### src/rtl/pll_sequencer.sv
// pll_sequencer: power-up, lock supervision and recovery controller for the
// fabric PLL. It sequences PLL power-down and output-divider reset, then holds
// the system reset until lock has been continuously stable. On lock timeout or
// loss of lock it power-cycles the PLL, with bounded retries and a sticky
// fault state.
module pll_sequencer #(
    parameter int PD_CYCLES     = 16,
    parameter int LOCK_TIMEOUT  = 4096,
    parameter int DIVRST_CYCLES = 4,
    parameter int STABLE_CYCLES = 256,
    parameter int MAX_RETRIES   = 3,
    parameter int CNT_WIDTH     = 16
) (
    input  logic       clk,
    input  logic       reset_n,
    input  logic       restart,
    input  logic       pll_lock,
    output logic       pll_powerdown_n,
    output logic       pll_oadivrst,
    output logic       sys_rst_n,
    output logic       locked,
    output logic       fault,
    output logic [3:0] retries,
    output logic [7:0] lock_losses
);

    typedef enum logic [2:0] {
        ST_PD        = 3'd0,
        ST_WAIT_LOCK = 3'd1,
        ST_DIVRST    = 3'd2,
        ST_SETTLE    = 3'd3,
        ST_RUN       = 3'd4,
        ST_FAULT     = 3'd5
    } state_t;

    // Terminal counter values, one per timed state.
    localparam logic [CNT_WIDTH-1:0] PD_LAST     = CNT_WIDTH'(PD_CYCLES - 1);
    localparam logic [CNT_WIDTH-1:0] TIMEOUT_LAST = CNT_WIDTH'(LOCK_TIMEOUT - 1);
    localparam logic [CNT_WIDTH-1:0] DIVRST_LAST = CNT_WIDTH'(DIVRST_CYCLES - 1);
    localparam logic [CNT_WIDTH-1:0] STABLE_LAST = CNT_WIDTH'(STABLE_CYCLES - 1);
    localparam logic [3:0]           RETRY_LIMIT = 4'(MAX_RETRIES);

    state_t                 state_q, state_d;
    logic [CNT_WIDTH-1:0]   cnt_q, cnt_d;
    logic [3:0]             retries_q, retries_d;
    logic [7:0]             lock_losses_q, lock_losses_d;
    logic                   sync1_q, sync1_d;
    logic                   sync2_q, sync2_d;
    logic                   powerdown_n_q, powerdown_n_d;
    logic                   oadivrst_q, oadivrst_d;
    logic                   sys_rst_n_q, sys_rst_n_d;
    logic                   locked_q, locked_d;
    logic                   fault_q, fault_d;
    logic                   lock_s;

    // pll_lock is asynchronous to clk; only the second synchronizer stage is used.
    assign lock_s = sync2_q;

    // Synchronizer shift: pll_lock -> sync1 -> sync2.
    always_comb begin
        sync1_d = pll_lock;
        sync2_d = sync1_q;
    end

    // Next-state, retry and lock-loss bookkeeping; restart overrides everything.
    always_comb begin
        state_d       = state_q;
        retries_d     = retries_q;
        lock_losses_d = lock_losses_q;
        if (restart) begin
            state_d   = ST_PD;
            retries_d = 4'd0;
        end else begin
            case (state_q)
                ST_PD: begin
                    if (cnt_q == PD_LAST) begin
                        state_d = ST_WAIT_LOCK;
                    end else begin
                        state_d = ST_PD;
                    end
                end
                ST_WAIT_LOCK: begin
                    if (lock_s) begin
                        state_d = ST_DIVRST;
                    end else if (cnt_q == TIMEOUT_LAST) begin
                        if (retries_q == RETRY_LIMIT) begin
                            state_d = ST_FAULT;
                        end else begin
                            state_d   = ST_PD;
                            retries_d = retries_q + 4'd1;
                        end
                    end else begin
                        state_d = ST_WAIT_LOCK;
                    end
                end
                ST_DIVRST: begin
                    if (!lock_s) begin
                        state_d = ST_WAIT_LOCK;
                    end else if (cnt_q == DIVRST_LAST) begin
                        state_d = ST_SETTLE;
                    end else begin
                        state_d = ST_DIVRST;
                    end
                end
                ST_SETTLE: begin
                    if (!lock_s) begin
                        state_d = ST_WAIT_LOCK;
                    end else if (cnt_q == STABLE_LAST) begin
                        state_d   = ST_RUN;
                        retries_d = 4'd0;
                    end else begin
                        state_d = ST_SETTLE;
                    end
                end
                ST_RUN: begin
                    if (!lock_s) begin
                        state_d = ST_PD;
                        if (lock_losses_q != 8'hFF) begin
                            lock_losses_d = lock_losses_q + 8'd1;
                        end else begin
                            lock_losses_d = lock_losses_q;
                        end
                    end else begin
                        state_d = ST_RUN;
                    end
                end
                ST_FAULT: begin
                    state_d = ST_FAULT;
                end
                default: begin
                    state_d = ST_PD;
                end
            endcase
        end
    end

    // State counter: cleared on any state change or restart, frozen in the untimed states.
    always_comb begin
        cnt_d = cnt_q;
        if (restart || (state_d != state_q)) begin
            cnt_d = '0;
        end else if ((state_q == ST_RUN) || (state_q == ST_FAULT)) begin
            cnt_d = cnt_q;
        end else begin
            cnt_d = cnt_q + CNT_WIDTH'(1);
        end
    end

    // Output decode from the next state so outputs switch on the same edge as the state.
    always_comb begin
        powerdown_n_d = 1'b1;
        oadivrst_d    = 1'b1;
        sys_rst_n_d   = 1'b0;
        locked_d      = 1'b0;
        fault_d       = 1'b0;
        case (state_d)
            ST_PD: begin
                powerdown_n_d = 1'b0;
            end
            ST_WAIT_LOCK: begin
                oadivrst_d = 1'b1;
            end
            ST_DIVRST: begin
                oadivrst_d = 1'b1;
            end
            ST_SETTLE: begin
                oadivrst_d = 1'b0;
            end
            ST_RUN: begin
                oadivrst_d  = 1'b0;
                sys_rst_n_d = 1'b1;
                locked_d    = 1'b1;
            end
            ST_FAULT: begin
                powerdown_n_d = 1'b0;
                fault_d       = 1'b1;
            end
            default: begin
                powerdown_n_d = 1'b0;
            end
        endcase
    end

    // All state and output registers, with synchronous active-low reset.
    always_ff @(posedge clk) begin
        if (!reset_n) begin
            state_q       <= ST_PD;
            cnt_q         <= '0;
            retries_q     <= 4'd0;
            lock_losses_q <= 8'd0;
            sync1_q       <= 1'b0;
            sync2_q       <= 1'b0;
            powerdown_n_q <= 1'b0;
            oadivrst_q    <= 1'b1;
            sys_rst_n_q   <= 1'b0;
            locked_q      <= 1'b0;
            fault_q       <= 1'b0;
        end else begin
            state_q       <= state_d;
            cnt_q         <= cnt_d;
            retries_q     <= retries_d;
            lock_losses_q <= lock_losses_d;
            sync1_q       <= sync1_d;
            sync2_q       <= sync2_d;
            powerdown_n_q <= powerdown_n_d;
            oadivrst_q    <= oadivrst_d;
            sys_rst_n_q   <= sys_rst_n_d;
            locked_q      <= locked_d;
            fault_q       <= fault_d;
        end
    end

    assign pll_powerdown_n = powerdown_n_q;
    assign pll_oadivrst    = oadivrst_q;
    assign sys_rst_n       = sys_rst_n_q;
    assign locked          = locked_q;
    assign fault           = fault_q;
    assign retries         = retries_q;
    assign lock_losses     = lock_losses_q;

endmodule

### config.mk
export PLATFORM = sky130hd
export DESIGN_NAME = pll_sequencer
export DESIGN_NICKNAME = d
export VERILOG_FILES = /design/src/rtl/pll_sequencer.sv
export SDC_FILE = /design/constraint.sdc
export NUM_CORES = 1
export LEC_CHECK = 0
export CAP_MARGIN = 40
export CORE_UTILIZATION = 55
export CTS_CLUSTER_DIAMETER = 120
export CTS_CLUSTER_SIZE = 30
export DETAILED_ROUTE_END_ITERATION = 16
export GPL_ROUTABILITY_DRIVEN = 0
export PLACE_DENSITY = 0.78
export SETUP_SLACK_MARGIN = 0.15
export SYNTH_ARGS = -nofsm -noshare
export SYNTH_HDL_FRONTEND = slang
export SYNTH_SLANG_ARGS = --single-unit
### constraint.sdc
create_clock -name clk -period 2.65 [get_ports clk]
set_clock_uncertainty 0.05 [all_clocks]
set_input_delay 0.265 -clock clk [delete_from_list [all_inputs] [get_ports clk]]
set_output_delay 0.265 -clock clk [all_outputs]
set_load 0.02 [all_outputs]
==> flow_summary.yaml <==
yosys:
  synth.distinct_cells: 46
  synth_top_family_by_area: "simple AND/OR/NAND/NOR gates"
  syn_inst: 213
  syn_nets: 220
  ys_ff_latch: 37
  synth_adder_area_share_pct: 2.003
  synth_xor_area_share_pct: 9.813
  avgSynthCellArea_um2: 8.800
  synth_area_mm2: 0.001874
  ys_seq_area_share_pct: 39.52
  synth_compound_area_share_pct: 10.95
  synth_warnings: 0
  synthSimpleGateAreaFrac_pct: 31.11
  ys.flop_type: "dfxtp_1"
  synth.mux.area_fraction_pct: 2.136
  synth_edf_count: 0
  synthArstFlopShare_pct: 0
global_routing:
  grt_use_total_pct: 23.90
  overflow: 0
  top_usage_layer: "met2"
  grt_pass1_vias: 1448
  antenna_found_initial: 0
  grtUsageMet1_pct: 31.21
  met2_usage_pct: 38.30
  grt_max_degree: 17
  grt_use_met3_pct: 5.117
  grt_pass1_wl_um: 6472
route:
  ant_nets: 0
  drt_pass1_iterations: 4
  wl_per_cell_um: 13.78
  drt-initial-drc-count: 134
  viasPerCell: 5.604
  drc: 0
  vias: 1558
  finalWirelength_um: 3831
clock_network:
  cts_root_buffer: "clkbuf_4"
  cts_tree: "built"
  post_cts.repair.setup_buffers: 0
  ctsResizeCount: 0
  cts_max_level: 2
  cts_max_path_buffers: 2
  clk_latency_ns: 0.33
  clk_pin_slew_ns: 0.11
  cts.sinks: 37
  cts-buffers-inserted: 5
  hold_buffers: 0
pwr:
  power_density_mw_per_mm2: 429.9
  comb_power_share_pct: 3.0
  clkPwrFrac_pct: 36.1
  total_power_uw: 922.4
  switching_share_pct: 21.43
  pwr-share-seq_pct: 60.9
  p_switching_uw: 197.7
  intPower_uw: 724.8
  p_leak_nw: 0.7659
  ir_drop_mv: 0.3126
die:
  die_x_um: 60.38
  die_h_um: 60.38
  rows: 20
  core-area_mm2: 0.003153
  pin_count: 21
  initial_core_util_pct: 59.44
  die-area_mm2: 0.003645
sta:
  tns_ns: 0
  finalCritPeriodShare_pct: 88.55
  worstMarginPinSlew_ns: 0.5132
  setup_viol: 0
  grt_setup_unrepaired: "no"
  max_freq_mhz: 426.1
  slew_headroom_pct: 65.47
  hold_viol_final: 0
  slew_viol_final: 0
  finalCriticalPeriod_ns: 2.347
job:
  max_cap_violations: 0
worst_setup_path:
  start_kind: "flip-flop"
  worstPathMaxFanout: 5
  crit_path_max_incr_delay_ns: 0.46
  rr_startpoint: "cnt_q[0]"
  cp-end-kind: "flip-flop"
  cp.arrival_ns: 2.52
  startpoint: "cnt_q[0]"
  slowest_stage: "or3b_2"
  path_class: "reg2reg"
  crit_chain: "ha_1, or3b_2, or4_4, o21ai_2, nor3_1, or2_4, o22a_1"
  required_ns: 2.83
cells_and_area:
  drive_gt1_share_pct: 10.26
  fin_nets: 240
  finalNonFillerCells: 278
  syn_to_final_growth_pct: 14.49
  num_antenna_cells: 0
placement:
  io_buffers: 20
  dp.cells: 270
  hpwl_um: 2880
outcome:
  status: "finished clean"
hold_path:
  worstHoldStart: "sync1_q"
  hold_class: "reg2reg"
## power groups by stage
stage	combinational [mW]	clock, mW	sequential, mW
floorplan	0.0179	0	0.573
global placement	0.0265	0	0.574
detailed placement	0.0274	0	0.574
CTS	0.0275	0.341	0.562
global route	0.0306	0.369	0.562
finish	0.0276	0.333	0.561
## placed cells by master (no fill, tap or decap), types with 3 or more instances in the layout
cell type and instances:
nand4_1 8, nor2_1 30, a21oi_1 7, xnor2_1 9
mux2i_1 4, or4_4 4, dfxtp_1 37, o21ai_0 5
clkbuf_4 5, or3_1 4, inv_1 4, xor2_1 12
nor2b_1 3, and3_1 3, and2_1 9, nand3_1 12
clkdlybuf4s50_1 20, a21boi_0 3, nand2_1 17, ha_1 3
## cell usage after synthesis, types with 2 or more instances
library cell   n  share of area, %
dfxtp_1       37                40
nor2_1        30               6.0
nand2_1       17               3.4
nand3_1       12               3.2
xor2_1        12               5.6
and2_1         9               3.0
xnor2_1        9               4.2
nand4_1        8               2.7
a21oi_1        7               1.9
o21ai_0        5               1.3
clkbuf_1       4              0.80
inv_1          4              0.80
mux2i_1        4               2.1
or3_1          4               1.3
or4_4          4               2.4
a21boi_0       3               1.2
and3_1         3               1.0
ha_1           3               2.0
nor2b_1        3               1.0
and2b_2        2              0.93
and4_1         2              0.93
buf_4          2              0.80
clkbuf_8       2               1.5
nand2b_1       2              0.67
nor3_1         2              0.53
nor4_1         2              0.67
o21bai_1       2              0.80
## flip-flops by register name (all words and copies together), names as in the netlist
| signal | flops |
|---|---|
| state_q | 3 |
| cnt_q | 16 |
| pll_powerdown_n | 1 |
| sync1_q | 1 |
| lock_losses | 8 |
| pll_oadivrst | 1 |
| retries | 4 |
| fault | 1 |
| locked | 1 |
| lock_s | 1 |
## critical path, delay by kind of cell, from the launching register on
kind / cells / cell delay [ns]
compound gates: 2 / 0.33
fa+ha+maj: 1 / 0.23
flops: 1 / 0.38
simple gates: 4 / 1.24
## final cells by class
type                    instances  area, um^2
well taps                      44       55.05
repair buffers                 22       215.2
flip-flops and latches         37       740.7
clock buffers                   7       65.06
fillers                       269        1007
clock inverters                 1       5.005
multi-input cells             163        1050
inverters                       4       15.01
## through the flow
stage                     worst slack, ns  utilization [%]  hold slack (ns)  instance area (um^2)
after detailed placement           0.3435            65.83           0.3699                  2076
final                              0.3033            68.06           0.3967                  2146
after CTS                          0.3202            68.06           0.3959                  2146
after global placement             0.4129            65.83           0.3648                  2076
after floorplan                    0.4704                -           0.3423                  1874
after global routing               0.1549            68.06           0.4174                  2146
## kinds of logic after synthesis
family | Yosys count
XOR/XNOR | 21
flip-flops | 37
AND/OR/NAND/NOR | 107
AO/OA/AOI/OAI | 28
buffers and inverters | 13
adder cells (fa/ha/maj) | 3
multiplexers | 4
## path summary, 6_finish.rpt
path                            cells past startpoint            to  slack, ns
worst max register to register                      7  pll_oadivrst       0.30
worst min-delay path                                1        lock_s       0.40
worst max-delay path                                7  pll_oadivrst       0.30
worst min register to register                      1        lock_s       0.40
## metal layers
| metal | share of wire (%) | routed length (um) |
|---|---|---|
| met2 | 48 | 1836 |
| met3 | 3.2 | 123 |
| met1 | 48 | 1827 |
| met4 | 1.1 | 44 |
| met5 | 0 | 0 |
Power figures use the tool's default switching activity.
